$ cat config.mk
export PLATFORM = sky130hd
export DESIGN_NAME = sw_conditioner
export DESIGN_NICKNAME = d
export VERILOG_FILES = /design/src/rtl/sw_conditioner.sv
export SDC_FILE = /design/constraint.sdc
export NUM_CORES = 1
export LEC_CHECK = 0
export ABC_AREA = 0
export CAP_MARGIN = 40
export CORE_AREA = 2 2 140 142
export DETAILED_ROUTE_END_ITERATION = 10
export DIE_AREA = 0 0 142 144
export GPL_TIMING_DRIVEN = 0
export PLACE_DENSITY = 0.66
export SETUP_SLACK_MARGIN = 0.05
export SLEW_MARGIN = 20
export SYNTH_ARGS = -nofsm -noshare
export SYNTH_HDL_FRONTEND = slang
export SYNTH_SLANG_ARGS = --single-unit
$ cat constraint.sdc
create_clock -name clk -period 2.36 [get_ports clk]
set_clock_uncertainty 0.2 [all_clocks]
set_input_delay 0.708 -clock clk [delete_from_list [all_inputs] [get_ports clk]]
set_output_delay 0.708 -clock clk [all_outputs]
set_load 0.05 [all_outputs]
$ cat src/rtl/sw_conditioner.sv
// Switch input conditioner: per-bit synchronizer, tick-paced debounce, registered
// rise/fall pulses and a sticky event register cleared by a masked write strobe.
module sw_conditioner #(
  parameter int unsigned N_IN         = 18,
  parameter int unsigned TICK_DIV     = 50000,
  parameter int unsigned STABLE_TICKS = 10,
  parameter int unsigned SYNC_STAGES  = 2
) (
  input  logic            clk,
  input  logic            rst_n,
  input  logic [N_IN-1:0] sw_raw,
  input  logic            clr_en,
  input  logic [N_IN-1:0] clr_mask,
  output logic [N_IN-1:0] sw_stable,
  output logic [N_IN-1:0] sw_rise,
  output logic [N_IN-1:0] sw_fall,
  output logic [N_IN-1:0] sw_event,
  output logic            event_any
);

  localparam int unsigned PW = (TICK_DIV > 1) ? $clog2(TICK_DIV) : 1;
  localparam int unsigned DW = $clog2(STABLE_TICKS + 1);

  logic [N_IN-1:0] sync_q [SYNC_STAGES];
  logic [N_IN-1:0] s;

  logic [PW-1:0]   pcnt_q, pcnt_d;
  logic            tick;

  logic [DW-1:0]   dcnt_q [N_IN];
  logic [DW-1:0]   dcnt_d [N_IN];

  logic [N_IN-1:0] stable_q, stable_d;
  logic [N_IN-1:0] rise_q, rise_d;
  logic [N_IN-1:0] fall_q, fall_d;
  logic [N_IN-1:0] event_q, event_d;
  logic [N_IN-1:0] clr_sel;
  logic            any_q;

  // Synchronizer chain; the only place metastability is absorbed.
  always_ff @(posedge clk or negedge rst_n) begin
    if (!rst_n) begin
      for (int k = 0; k < SYNC_STAGES; k++) sync_q[k] <= '0;
    end else begin
      sync_q[0] <= sw_raw;
      for (int k = 1; k < SYNC_STAGES; k++) sync_q[k] <= sync_q[k-1];
    end
  end

  assign s = sync_q[SYNC_STAGES-1];

  // Free-running prescaler shared by every bit; tick on the terminal count.
  assign tick   = (pcnt_q == PW'(TICK_DIV - 1));
  assign pcnt_d = tick ? '0 : pcnt_q + PW'(1);

  always_ff @(posedge clk or negedge rst_n) begin
    if (!rst_n) pcnt_q <= '0;
    else        pcnt_q <= pcnt_d;
  end

  // Debounce next-state: count ticks of disagreement, any agreement restarts the count.
  always_comb begin
    stable_d = stable_q;
    for (int i = 0; i < N_IN; i++) begin
      dcnt_d[i] = dcnt_q[i];
      if (s[i] == stable_q[i]) begin
        dcnt_d[i] = '0;
      end else if (tick) begin
        if (dcnt_q[i] == DW'(STABLE_TICKS - 1)) begin
          stable_d[i] = s[i];
          dcnt_d[i]   = '0;
        end else begin
          dcnt_d[i] = dcnt_q[i] + DW'(1);
        end
      end
    end
  end

  // Pulse and sticky-event next-state; a set in the same cycle as a clear wins.
  always_comb begin
    rise_d  = stable_d & ~stable_q;
    fall_d  = ~stable_d & stable_q;
    clr_sel = clr_en ? clr_mask : '0;
    event_d = (event_q & ~clr_sel) | rise_d | fall_d;
  end

  // Debounce counters, stable level, pulses and events.
  always_ff @(posedge clk or negedge rst_n) begin
    if (!rst_n) begin
      for (int i = 0; i < N_IN; i++) dcnt_q[i] <= '0;
      stable_q <= '0;
      rise_q   <= '0;
      fall_q   <= '0;
      event_q  <= '0;
      any_q    <= 1'b0;
    end else begin
      for (int i = 0; i < N_IN; i++) dcnt_q[i] <= dcnt_d[i];
      stable_q <= stable_d;
      rise_q   <= rise_d;
      fall_q   <= fall_d;
      event_q  <= event_d;
      any_q    <= |event_d;
    end
  end

  assign sw_stable = stable_q;
  assign sw_rise   = rise_q;
  assign sw_fall   = fall_q;
  assign sw_event  = event_q;
  assign event_any = any_q;

endmodule

After elaboration in Yosys (flattened, before gate mapping)

Cells that the tools add are included.

Register bits: 197
Bits in latches: 0
Bits in writable memories: 0
Memory bits (read-only): 0
Memories: 0

$add $sub $neg: 19
$mul: 0
Div/mod/pow operators: 0
Order comparisons: 0
Equality and inequality tests: 37
Shift-type cells: 0
Mux-type cells: 110
Bitwise operators: 8
Reduce and logical (&&, ||, !) cells: 19

Operators by type and width:

| cell                                                             | count |
|---|---|
| 4-bit 2-to-1 mux                                                 | 54 |
| 4-bit by 1-bit adder with 4-bit output (second input constant)   | 18 |
| 4-bit equality test (second input constant)                      | 18 |
| 18-bit bitwise AND                                               | 3 |
| 1-bit 2-to-1 mux                                                 | 54 |
| 18-bit inverter                                                  | 3 |
| 18-bit OR                                                        | 2 |
| 2-bit nonzero test                                               | 18 |
| 1-bit equality test                                              | 18 |
| 18-bit 2-to-1 mux                                                | 1 |
| 18-bit OR reduction                                              | 1 |
| 16-bit by 1-bit adder with 16-bit output (second input constant) | 1 |
| 16-bit equality test (second input constant)                     | 1 |
| 16-bit 2-to-1 mux                                                | 1 |

Depth between registers and ports, before layout

Gate-level depths: netlist (run 1).

Word-level depth: 8
Mapped depth: 11

Worst setup path before layout (run 1)

No wires, ideal clock.

Path type: reg-to-reg
Start: register pcnt_q[0]
End: register stable_q[10] (netlist: sw_stable[10])
Library setup time: 128 ps
Arrival: 1817 ps
Data required time: 2032 ps
Path slack: 216 ps
Stages on the path, launching flop included: 10
Clock period less this slack: 2144 ps
Cell sequence: dfrtp_1 > ha_1 > and3_1 > buf_2 > and4_1 > buf_6 > buf_6 > buf_6 > nand2_1 > mux2_1

Longest elaborated chain between the ends: 3

Ends and longest elaborated chain:

| what                   | line | RTL |
|---|---|---|
| start, declared        | 27   | `logic [PW-1:0] pcnt_q, pcnt_d;` |
| start signal, assigned | 58   | `else pcnt_q <= pcnt_d;` |
| 16-bit equality test   | 53   | `assign tick = (pcnt_q == PW'(TICK_DIV - 1));` |
| 1-bit 2-to-1 mux       | 68   | `end else if (tick) begin` |
| 1-bit 2-to-1 mux       | 66   | `if (s[i] == stable_q[i]) begin` |
| net stable_d[10]       | 33   | `logic [N_IN-1:0] stable_q, stable_d;` |
| end signal, assigned   | 98   | `stable_q <= stable_d;` |
| end, declared          | 33   |  |

The timed path passes the listed nets, and every way through them passes these cells.
A chain may end at the register's enable or synchronous reset.

Final worst setup path (run 1)

Start: register pcnt_q[7]
End: register any_q (netlist: event_any)

Longest elaborated chain between the ends: 7
Elaborated cells between the ends (all ways): 43
Those cells by class: eq/ne (1); mux (36); bitwise (5); reduce/logical (1)

Ends and longest elaborated chain:

| what                                                         | line   | RTL |
|---|---|---|
| 16-bit equality test (*)                                     | 53     |  |
| 1-bit 2-to-1 mux                                             | 68     |  |
| 1-bit 2-to-1 mux                                             | 66     |  |
| 18-bit bitwise AND / 18-bit inverter (equally long branches) | 81, 82 |  |
| 18-bit OR / 18-bit bitwise AND (equally long branches)       | 84, 82 |  |
| 18-bit OR (*)                                                | 84     | `event_d = (event_q & ~clr_sel) \| rise_d \| fall_d;` |
| 18-bit OR reduction (*)                                      | 102    | `any_q <= \|event_d;` |
| end signal, assigned                                         | 102    |  |
| end, declared                                                | 38     | `logic any_q;` |

Mark *: on every way between the ends. The rest lies on a longest branch, timed or not.

==> impl_metrics.ini, run 1 <==
[finish]
antenna_cells = 0
final_nets = 960
post_route_cells_drive_above_1_share_pct = 14.5
area_growth_syn_to_layout_pct = 25.0
seqCellArea_sq_um = 4930
multi_input_logic_area_sq_um = 3300
final.fill_count = 1648

[route]
drc = 0
residual_antenna_violating_net_count_after_detailed_routing = 0
detailedRoute.firstPassIterationCount = 4
drtIter0Drc = 295
via_density = 5.29
vias = 5995
postRouteWirelength_mm = 17.9
routed_wire_length_per_instance_um = 15.8

[critical_path]
reg_to_reg_start = pcnt_q[7]
worst_ep_arrival_time_ns = 2.54
timing.critical_path.mode_cell = sky130_fd_sc_hd__nand4_1
worst_setup_path_category = reg -> reg
cp_num_buf_inv = 2
timing.critical_path.slowest_cell_delay_ns = 0.42
path_delay_family = simple AND/OR/NAND/NOR gates
crit_path_end_kind = register
r2r_setup_slack_ns = -0.004
crit_path_cell_trace = nor4b_2 > nand4_1 > buf_6 > o41a_1 > nand4_1 > nor4_2 > buf_4 > nand4_1
worst-path-max-fanout = 4
worst-endpoint-required_ns = 2.53
worst_r2r_endpoint = event_any
critical_path.slowest_cell = sky130_fd_sc_hd__dfrtp_1
reg2regPathDepth = 8
critical_path.startpoint_type = register

[sta]
setup_total_negative_slack_ns = -0.00439
final.min_clock_period_ns = 2.36
timing_worst_slew_pin_value_ns = 0.547
final-hold-violation-count = 0
post-route-worst-setup-slack_ns = -0.00439
timing.fmax_ghz = 0.423
hold_slack_ns = 0.148
final.period_utilization_pct = 100
slew_viol_final = 0
final_setup_vio_count = 1
rsz_0062_raised_after_global_routing = true
timing.slew.headroom_pct = 63.3

[placement]
port_buffers = 110
detailed_place_hpwl_mm = 12.0
gp_congestion = 0.767
pre_cts_ws_ns = -0.954

[synth]
ys_dominant_reg_cell = sky130_fd_sc_hd__dfrtp_1
syn-instance-count = 747
synth-seq-area-share_pct = 58.8
syn_area_per_cell_sq_um = 11.2
synth_edf_count = 0
asyncSetResetFlopFracSynth_pct = 100
synth.cell_area_sq_um = 8380
synth-seq-cells = 197
mappedNetlistNets = 823
synth.lib_cells_used.distinct = 34
ys_warn_count = 0

[clock_network]
cts_buffer_depth = 2
clk-insertion-delay-late_ns = 0.44
clk_root_buffer_cell = sky130_fd_sc_hd__clkbuf_16
cts_inserted_buffers = 17
clock_tree.htree_level_count = 4
clk_pin_slew_worst_paths_ns = 0.08
tritoncts = done
tritoncts_num_sinks = 197

[die]
core.rowCount = 51
core_area_sq_um = 19100
die_extent_in_y_um = 144
ios = 112
dieWidth_um = 142
start_util_pct = 43.9
floorplan.die_area_sq_um = 20400

[hold_path]
hold-path-endpoint = s[13]
worst_hold_path_type = reg -> reg
beginning_of_the_worst_hold_path = sync_q[31]
number_of_cells_on_the_worst_hold_path = 0

[power]
peakVddDrop_uv = 468
power.net_switching_w = 0.00145
cell_internal_pwr_w = 0.00502
standby_leakage_power_nw = 4.93
comb_power_share_pct = 3.0
p_seq_share_pct = 53.0
finalPower_w = 0.00647
power.density_nw_per_um2 = 618
swShare_pct = 22.5
clock_network_fraction_of_design_power_pct = 44.0

[global_route]
maximum_number_of_pins_on_one_net_before_global_route_repair = 88
wire_length_of_the_first_global_routing_pass_mm = 29.2
grt_use_total_pct = 18.4
grt_antenna_before_repair = 1
grt_pass1_vias = 5885
overflow = 0

[job]
cap_viol_max_count = 0

[status]
failed_checks = negative setup slack
result_of_the_run = finished with violations
==> per-stage QoR <==
step	std cells	utilization (%)	area [sq um]
3_3_place_gp	1095	51.2	9780
2_1_floorplan	747	-	8380
5_1_grt	1134	54.9	10500
4_1_cts	1131	54.7	10400
6_report	1134	54.9	10500
3_5_place_dp	1098	51.6	9850
==> timing repair <==
action | in CTS | in global routing
resized for setup | 116 | 36
hold buffers | 1 | 0
pin swaps | 0 | 17
endpoints found under the setup margin | 128 | 63
setup buffers | 2 | 4
hold endpoints to repair | 37 | 0
==> layout make-up <==
class	count	area share (%)
buffer	18	1.72
clock buffer	19	4.33
clock inverter	12	1.16
inverter	24	0.860
multi-input combinational	506	31.5
sequential	197	47.1
tap	238	2.84
timing repair buffer	120	10.5
==> cell usage after synthesis, types with 22 or more instances <==
cell type,instances,area share (%)
sky130_fd_sc_hd__nor3_1,38,2.3
sky130_fd_sc_hd__nor3b_1,36,3.2
sky130_fd_sc_hd__inv_1,24,1.1
sky130_fd_sc_hd__dfrtp_1,197,59
sky130_fd_sc_hd__ha_1,37,5.5
sky130_fd_sc_hd__a21oi_1,55,3.3
sky130_fd_sc_hd__nor2_1,63,2.8
sky130_fd_sc_hd__nand2_1,108,4.8
sky130_fd_sc_hd__xnor2_1,22,2.3
==> flip-flops by register name, indices dropped and copies added (netlist names) <==
register	count
dcnt_q	72
s	18
sw_event	18
sw_fall	18
sw_rise	18
sw_stable	18
sync_q	18
pcnt_q	16
event_any	1
==> cell usage in the layout, fill, tap and decap left out, types with 6 or more instances in the layout <==
cell / instances
sky130_fd_sc_hd__a21oi_1: 55
sky130_fd_sc_hd__a311oi_1: 14
sky130_fd_sc_hd__a31o_2: 18
sky130_fd_sc_hd__a41oi_1: 18
sky130_fd_sc_hd__buf_4: 6
sky130_fd_sc_hd__clkbuf_16: 17
sky130_fd_sc_hd__clkbuf_2: 19
sky130_fd_sc_hd__clkdlybuf4s50_1: 36
sky130_fd_sc_hd__dfrtp_1: 197
sky130_fd_sc_hd__dlygate4sd2_1: 53
sky130_fd_sc_hd__ha_1: 36
sky130_fd_sc_hd__inv_1: 24
sky130_fd_sc_hd__mux2_2: 15
sky130_fd_sc_hd__nand2_1: 104
sky130_fd_sc_hd__nand2_2: 7
sky130_fd_sc_hd__nor2_1: 63
sky130_fd_sc_hd__nor3_1: 38
sky130_fd_sc_hd__nor3b_1: 36
sky130_fd_sc_hd__o21ai_0: 12
sky130_fd_sc_hd__or3_1: 18
sky130_fd_sc_hd__xnor2_1: 21
sky130_fd_sc_hd__xor2_1: 8
==> worst max-delay path by stage <==
stage / start / end / slack [ns] / cells after the start
3_3_place_gp: rst_n / sw_rise[16] / -7.99 / 1
2_1_floorplan: pcnt_q[0] / sw_stable[10] / 0.22 / 9
5_1_grt: pcnt_q[7] / event_any / -0.09 / 8
4_1_cts: pcnt_q[0] / event_any / -0.21 / 10
6_report: pcnt_q[7] / event_any / -0.004 / 8
3_5_place_dp: clr_en / event_any / -0.95 / 8
==> power groups by stage <==
stage / clock, W / sequential (W) / combinational [W]
after global placement: 0 / 0.00349 / 0.000187
final: 0.00285 / 0.00343 / 0.000194
after global routing: 0.00307 / 0.00343 / 0.000219
after CTS: 0.00291 / 0.00343 / 0.000202
after detailed placement: 0 / 0.00349 / 0.000199
after floorplan: 0 / 0.00349 / 0.0000398
==> per-layer routing <==
metal	global-route usage, %	up-vias	wire (um)
met5	0	-	0
met4	5.58	0	179
met3	4.83	14	878
met2	29.9	120	8420
met1	24.4	2958	8450
li1	-	2903	-
==> cell families (layout without fill, tap and decap cells) <==
family | count (synthesis) | after routing | share of synthesized area [%]
DFF | 197 | 197 | 58.8
buffers and inverters | 44 | 193 | 2.61
AOI/OAI and AO/OA | 131 | 131 | 10.6
and+or+nand+nor | 290 | 290 | 16.8
adders and majority gates | 37 | 37 | 5.53
xor gates and xnor gates | 30 | 30 | 3.14
muxes | 18 | 18 | 2.42
Power figures use the tool's default switching activity.
==> inputs of run 2 (changes only) <==
--- a/config.mk
+++ b/config.mk
@@ -7,9 +7,9 @@
 export LEC_CHECK = 0
 export ABC_AREA = 0
 export CAP_MARGIN = 40
-export CORE_AREA = 2 2 140 142
+export CORE_AREA = 3 3 141 143
 export DETAILED_ROUTE_END_ITERATION = 10
-export DIE_AREA = 0 0 142 144
+export DIE_AREA = 0 0 144 146
 export GPL_TIMING_DRIVEN = 0
 export PLACE_DENSITY = 0.66
 export SETUP_SLACK_MARGIN = 0.05
@@ -17,3 +17,4 @@
 export SYNTH_ARGS = -nofsm -noshare
 export SYNTH_HDL_FRONTEND = slang
 export SYNTH_SLANG_ARGS = --single-unit
+export TNS_END_PERCENT = 20
==> impl_metrics.ini, run 2 (synthesis gave the netlist of run 1 again) <==
[sta]
timing.slew.headroom_pct = 59.4
rsz_0062_raised_after_global_routing = true
timing_worst_slew_pin_value_ns = 0.604
final.period_utilization_pct = 97.2
final_setup_vio_count = 0
slew_viol_final = 0
post-route-worst-setup-slack_ns = 0.0663
final.min_clock_period_ns = 2.29
timing.fmax_ghz = 0.436
final-hold-violation-count = 0

[clock_network]
clk_pin_slew_worst_paths_ns = 0.07
tritoncts_num_sinks = 197
clock_tree.htree_level_count = 4
tritoncts = done
clk_root_buffer_cell = sky130_fd_sc_hd__clkbuf_16
cts_inserted_buffers = 17
clk-insertion-delay-late_ns = 0.44
cts_buffer_depth = 2

[placement]
gp_congestion = 0.794
port_buffers = 110
detailed_place_hpwl_mm = 12.1
pre_cts_ws_ns = -1.20

[power]
finalPower_w = 0.00662
standby_leakage_power_nw = 4.92
power.density_nw_per_um2 = 631
peakVddDrop_uv = 515

[critical_path]
worst_setup_path_category = reg -> reg
worst-endpoint-required_ns = 2.46
crit_path_end_kind = register
reg_to_reg_start = pcnt_q[0]
worst_ep_arrival_time_ns = 2.40
reg2regPathDepth = 8
worst_r2r_endpoint = event_any
worst-path-max-fanout = 8
critical_path.startpoint_type = register
r2r_setup_slack_ns = 0.07

[die]
ios = 112
dieWidth_um = 144
floorplan.die_area_sq_um = 21000
core_area_sq_um = 18700
core.rowCount = 50
die_extent_in_y_um = 146
start_util_pct = 44.8

[finish]
antenna_cells = 0
registers.top_by_ff_count = dcnt_q
area_growth_syn_to_layout_pct = 25.3
final_nets = 957
post_route_cells_drive_above_1_share_pct = 14.0
largest_register_ff_count = 72
mostFrequentLayoutCell = sky130_fd_sc_hd__dfrtp_1
seqCellArea_sq_um = 4930
mostFrequentLayoutCells = 196 x sky130_fd_sc_hd__dfrtp_1, 107 x sky130_fd_sc_hd__nand2_1, 63 x sky130_fd_sc_hd__nor2_1
final.fill_count = 1615
multi_input_logic_area_sq_um = 3320

[job]
cap_viol_max_count = 0

[status]
result_of_the_run = finished clean

[route]
drtIter0Drc = 331
drc = 0
postRouteWirelength_mm = 18.2
detailedRoute.firstPassIterationCount = 4
routed_wire_length_per_instance_um = 16.2
residual_antenna_violating_net_count_after_detailed_routing = 0
vias = 5974
via_density = 5.30

[global_route]
global_route.usage.met1_pct = 25.2
met2_usage_pct = 27.7
grt_antenna_before_repair = 0
overflow = 0
grt_pass1_vias = 5923
grt_use_total_pct = 18.2
wire_length_of_the_first_global_routing_pass_mm = 30.4
maximum_number_of_pins_on_one_net_before_global_route_repair = 88
busiest_metal_layer_after_global_routing = met2
grtUsageMet3_pct = 4.83

[hold_path]
worst_hold_path_type = reg -> reg
hold-path-endpoint = s[11]
number_of_cells_on_the_worst_hold_path = 0
beginning_of_the_worst_hold_path = sync_q[29]
-- run 2: how the worst max path moves through the flow --
| stage | from | endpoint | slack, ns | cells after the start |
|---|---|---|---|---|
| detailed placement | clr_en | event_any | -1.20 | 7 |
| global placement | rst_n | sync_q[34] | -7.98 | 1 |
| floorplan | pcnt_q[0] | sw_stable[10] | 0.22 | 9 |
| CTS | pcnt_q[0] | event_any | -0.22 | 10 |
| global route | pcnt_q[1] | event_any | -0.06 | 8 |
| finish | pcnt_q[0] | event_any | 0.07 | 8 |
-- run 2: area by class of cell --
type | count | share of cell area [%]
plain buffers | 18 | 1.54
clock buffers | 19 | 4.22
clock inverters | 13 | 1.60
inverters | 24 | 0.859
multi-input cells | 506 | 31.6
flip-flops and latches | 197 | 47.0
well taps | 234 | 2.79
repair buffers | 117 | 10.4
-- run 2: metal layers --
metal  up-vias  wire [um]  share of wire (%)
met2       135       8680                 48
met4         0        386                2.1
met1      2906       8230                 45
met5         -          0                  0
met3        28        932                5.1
li1       2905          -                  -
-- run 2: report_power, final --
group	switching, W	internal [W]
Clock	0.00129	0.00171
Combinational	0.000112	0.0000832
Sequential	0.0000211	0.00341
-- run 2: per-stage QoR --
step	hold WS (ns)	std cells	setup TNS (ns)	area (sq um)	util (%)
finish	0.148	1128	0	10500	56.1
global route	0.155	1128	-0.0607	10500	56.1
CTS	0.150	1127	-0.223	10400	55.9
detailed placement	0.136	1093	-14.80	9830	52.6
global placement	0.131	1091	-1582.47	9770	52.2
floorplan	0.131	747	0	8380	-
-- run 2: worst max-delay path: stages (launching register included) --
cell,delay (ns)
sky130_fd_sc_hd__dfrtp_1,0.39
sky130_fd_sc_hd__ha_2,0.19
sky130_fd_sc_hd__and3_4,0.19
sky130_fd_sc_hd__and4_1,0.16
sky130_fd_sc_hd__buf_6,0.16
sky130_fd_sc_hd__nand2_1,0.15
sky130_fd_sc_hd__o21ai_0,0.20
sky130_fd_sc_hd__nor4_4,0.39
sky130_fd_sc_hd__nand4_1,0.13
-- run 2: what timing repair did --
action | in CTS | in global routing
hold buffers | 1 | 0
endpoints found under the setup margin | 127 | 84
resized for setup | 107 | 45
pin swaps | 0 | 8
buffers inserted | 2 | 2
hold endpoints to repair | 40 | 0
==> inputs of run 3 (changes only) <==
--- a/config.mk
+++ b/config.mk
@@ -10,7 +10,6 @@
 export CORE_AREA = 3 3 141 143
 export DETAILED_ROUTE_END_ITERATION = 10
 export DIE_AREA = 0 0 144 146
-export GPL_TIMING_DRIVEN = 0
 export PLACE_DENSITY = 0.66
 export SETUP_SLACK_MARGIN = 0.05
 export SLEW_MARGIN = 20
==> impl_metrics.ini, run 3 (synthesis gave the netlist of run 1 again) <==
[sta]
timing_worst_slew_pin_value_ns = 0.483
final_setup_vio_count = 0
final-hold-violation-count = 0
final.period_utilization_pct = 93.9
post-route-worst-setup-slack_ns = 0.144
timing.fmax_ghz = 0.451
slew_viol_final = 0
rsz_0062_raised_after_global_routing = true
timing.slew.headroom_pct = 67.4
final.min_clock_period_ns = 2.22

[critical_path]
timing.critical_path.slowest_cell_delay_ns = 0.38
r2r_setup_slack_ns = 0.14
critical_path.slowest_cell = sky130_fd_sc_hd__dfrtp_1
worst-endpoint-required_ns = 2.46
critical_path.startpoint_type = register
crit_path_end_kind = register
worst-path-max-fanout = 4
worst_ep_arrival_time_ns = 2.31
worst_setup_path_category = reg -> reg
worst_r2r_endpoint = event_any
crit_path_cell_trace = ha_2 > and3_4 > buf_4 > nand4_1 > buf_4 > o41a_1 > o211ai_1 > nor4_4 > nand4_1
path_delay_family = simple AND/OR/NAND/NOR gates
cp_num_buf_inv = 2
reg2regPathDepth = 9
reg_to_reg_start = pcnt_q[1]

[status]
result_of_the_run = finished clean

[die]
floorplan.die_area_sq_um = 21000
start_util_pct = 44.8
die_extent_in_y_um = 146
ios = 112
core.rowCount = 50
core_area_sq_um = 18700
dieWidth_um = 144

[route]
drtIter0Drc = 280
routed_wire_length_per_instance_um = 14.7
postRouteWirelength_mm = 17.2
drc = 0
residual_antenna_violating_net_count_after_detailed_routing = 0
detailedRoute.firstPassIterationCount = 5
via_density = 5.22
vias = 6137

[global_route]
maximum_number_of_pins_on_one_net_before_global_route_repair = 55
wire_length_of_the_first_global_routing_pass_mm = 28.7
grt_pass1_vias = 5824
grt_use_total_pct = 16.9
grt_antenna_before_repair = 0
overflow = 0

[finish]
post_route_cells_drive_above_1_share_pct = 23.0
mostFrequentLayoutCell = sky130_fd_sc_hd__dfrtp_1
largest_register_ff_count = 72
antenna_cells = 0
number_of_cells_in_the_finished_layout_apart_from_fillers = 1176
registers.top_by_ff_count = dcnt_q
mostFrequentLayoutCells = 197 x sky130_fd_sc_hd__dfrtp_1, 127 x sky130_fd_sc_hd__buf_4, 107 x sky130_fd_sc_hd__nand2_1
final.fill_count = 1559
final_area_sq_um = 10800
area_growth_syn_to_layout_pct = 28.7
final_nets = 1005

[power]
standby_leakage_power_nw = 5.04
power.density_nw_per_um2 = 611
peakVddDrop_uv = 488

[clock_network]
cts_inserted_buffers = 17
clk_pin_slew_worst_paths_ns = 0.07
clock_tree.htree_level_count = 4
clk-insertion-delay-late_ns = 0.43
tritoncts_num_sinks = 197
tritoncts = done
clk_root_buffer_cell = sky130_fd_sc_hd__clkbuf_16
cts_buffer_depth = 2

[placement]
port_buffers = 111
dpl_cell_area_sq_um = 10100
detailed_place_hpwl_mm = 12.3
gp_congestion = 0.802
pre_cts_ws_ns = -0.326
post-place-cells = 1144

[job]
cap_viol_max_count = 0

[hold_path]
worst_hold_path_type = in -> async
-- run 3: cell types whose count changed in the layout (fill, tap and decap cells not counted), moves of 4 or more --
cell	change
sky130_fd_sc_hd__buf_6	-4
sky130_fd_sc_hd__dlygate4sd2_1	-46
sky130_fd_sc_hd__buf_4	+124
sky130_fd_sc_hd__clkinv_4	+5
sky130_fd_sc_hd__clkbuf_2	-16
sky130_fd_sc_hd__buf_12	+7
sky130_fd_sc_hd__buf_2	-4
sky130_fd_sc_hd__clkdlybuf4s15_2	-6
-- run 3: metrics by stage --
step	total power [W]	hold slack (ns)	TNS (ns)	util [%]
4_1_cts	0.00668	0.0564	0	57.4
6_report	0.00659	0.0510	0	57.6
5_1_grt	0.00685	0.0606	0	57.6
2_1_floorplan	0.00353	0.131	0	-
3_5_place_dp	0.00373	0.136	-0.326	54.2
3_3_place_gp	0.00373	0.133	-0.288	54.2
-- run 3: cell type report --
| cell class | count | area (sq um) | share of cell area (%) |
|---|---|---|---|
| clock buffers | 17 | 425 | 3.95 |
| clock inverters | 15 | 174 | 1.61 |
| inverters | 24 | 90.1 | 0.836 |
| multi-input cells | 506 | 3270 | 30.3 |
| flip-flops and latches | 197 | 4930 | 45.7 |
| well taps | 234 | 293 | 2.72 |
| repair buffers | 183 | 1600 | 14.9 |
-- run 3: layer usage --
layer,routed length (um),up-vias,GRT usage [%]
met1,8060,2957,23.5
met3,951,19,5.06
met2,7980,148,25.7
met5,0,-,0
li1,-,3013,-
met4,241,0,4.90
-- run 3: worst max path at each step --
| stage | end | slack, ns | cells past startpoint | from |
|---|---|---|---|---|
| global placement | event_any | -0.29 | 9 | clr_en |
| global route | event_any | 0.002 | 8 | pcnt_q[1] |
| finish | event_any | 0.14 | 9 | pcnt_q[1] |
| CTS | event_any | 0.02 | 10 | pcnt_q[0] |
| detailed placement | event_any | -0.33 | 9 | clr_en |
| floorplan | sw_stable[10] | 0.22 | 9 | pcnt_q[0] |
-- run 3: power breakdown --
part	switching, W	internal, W	leakage, nW
registers	0.0000216	0.00340	2.66
logic	0.000119	0.000117	2.10
clock network	0.00133	0.00159	0.280
-- run 3: repair_timing --
action                                  CTS  global route
gates cloned                              0             0
endpoints found under the setup margin    8            38
gates resized for setup                   7            14
hold buffers                              0             0
setup buffers                             0             1
endpoints found under the hold margin     0             0
pin swaps                                 2             7
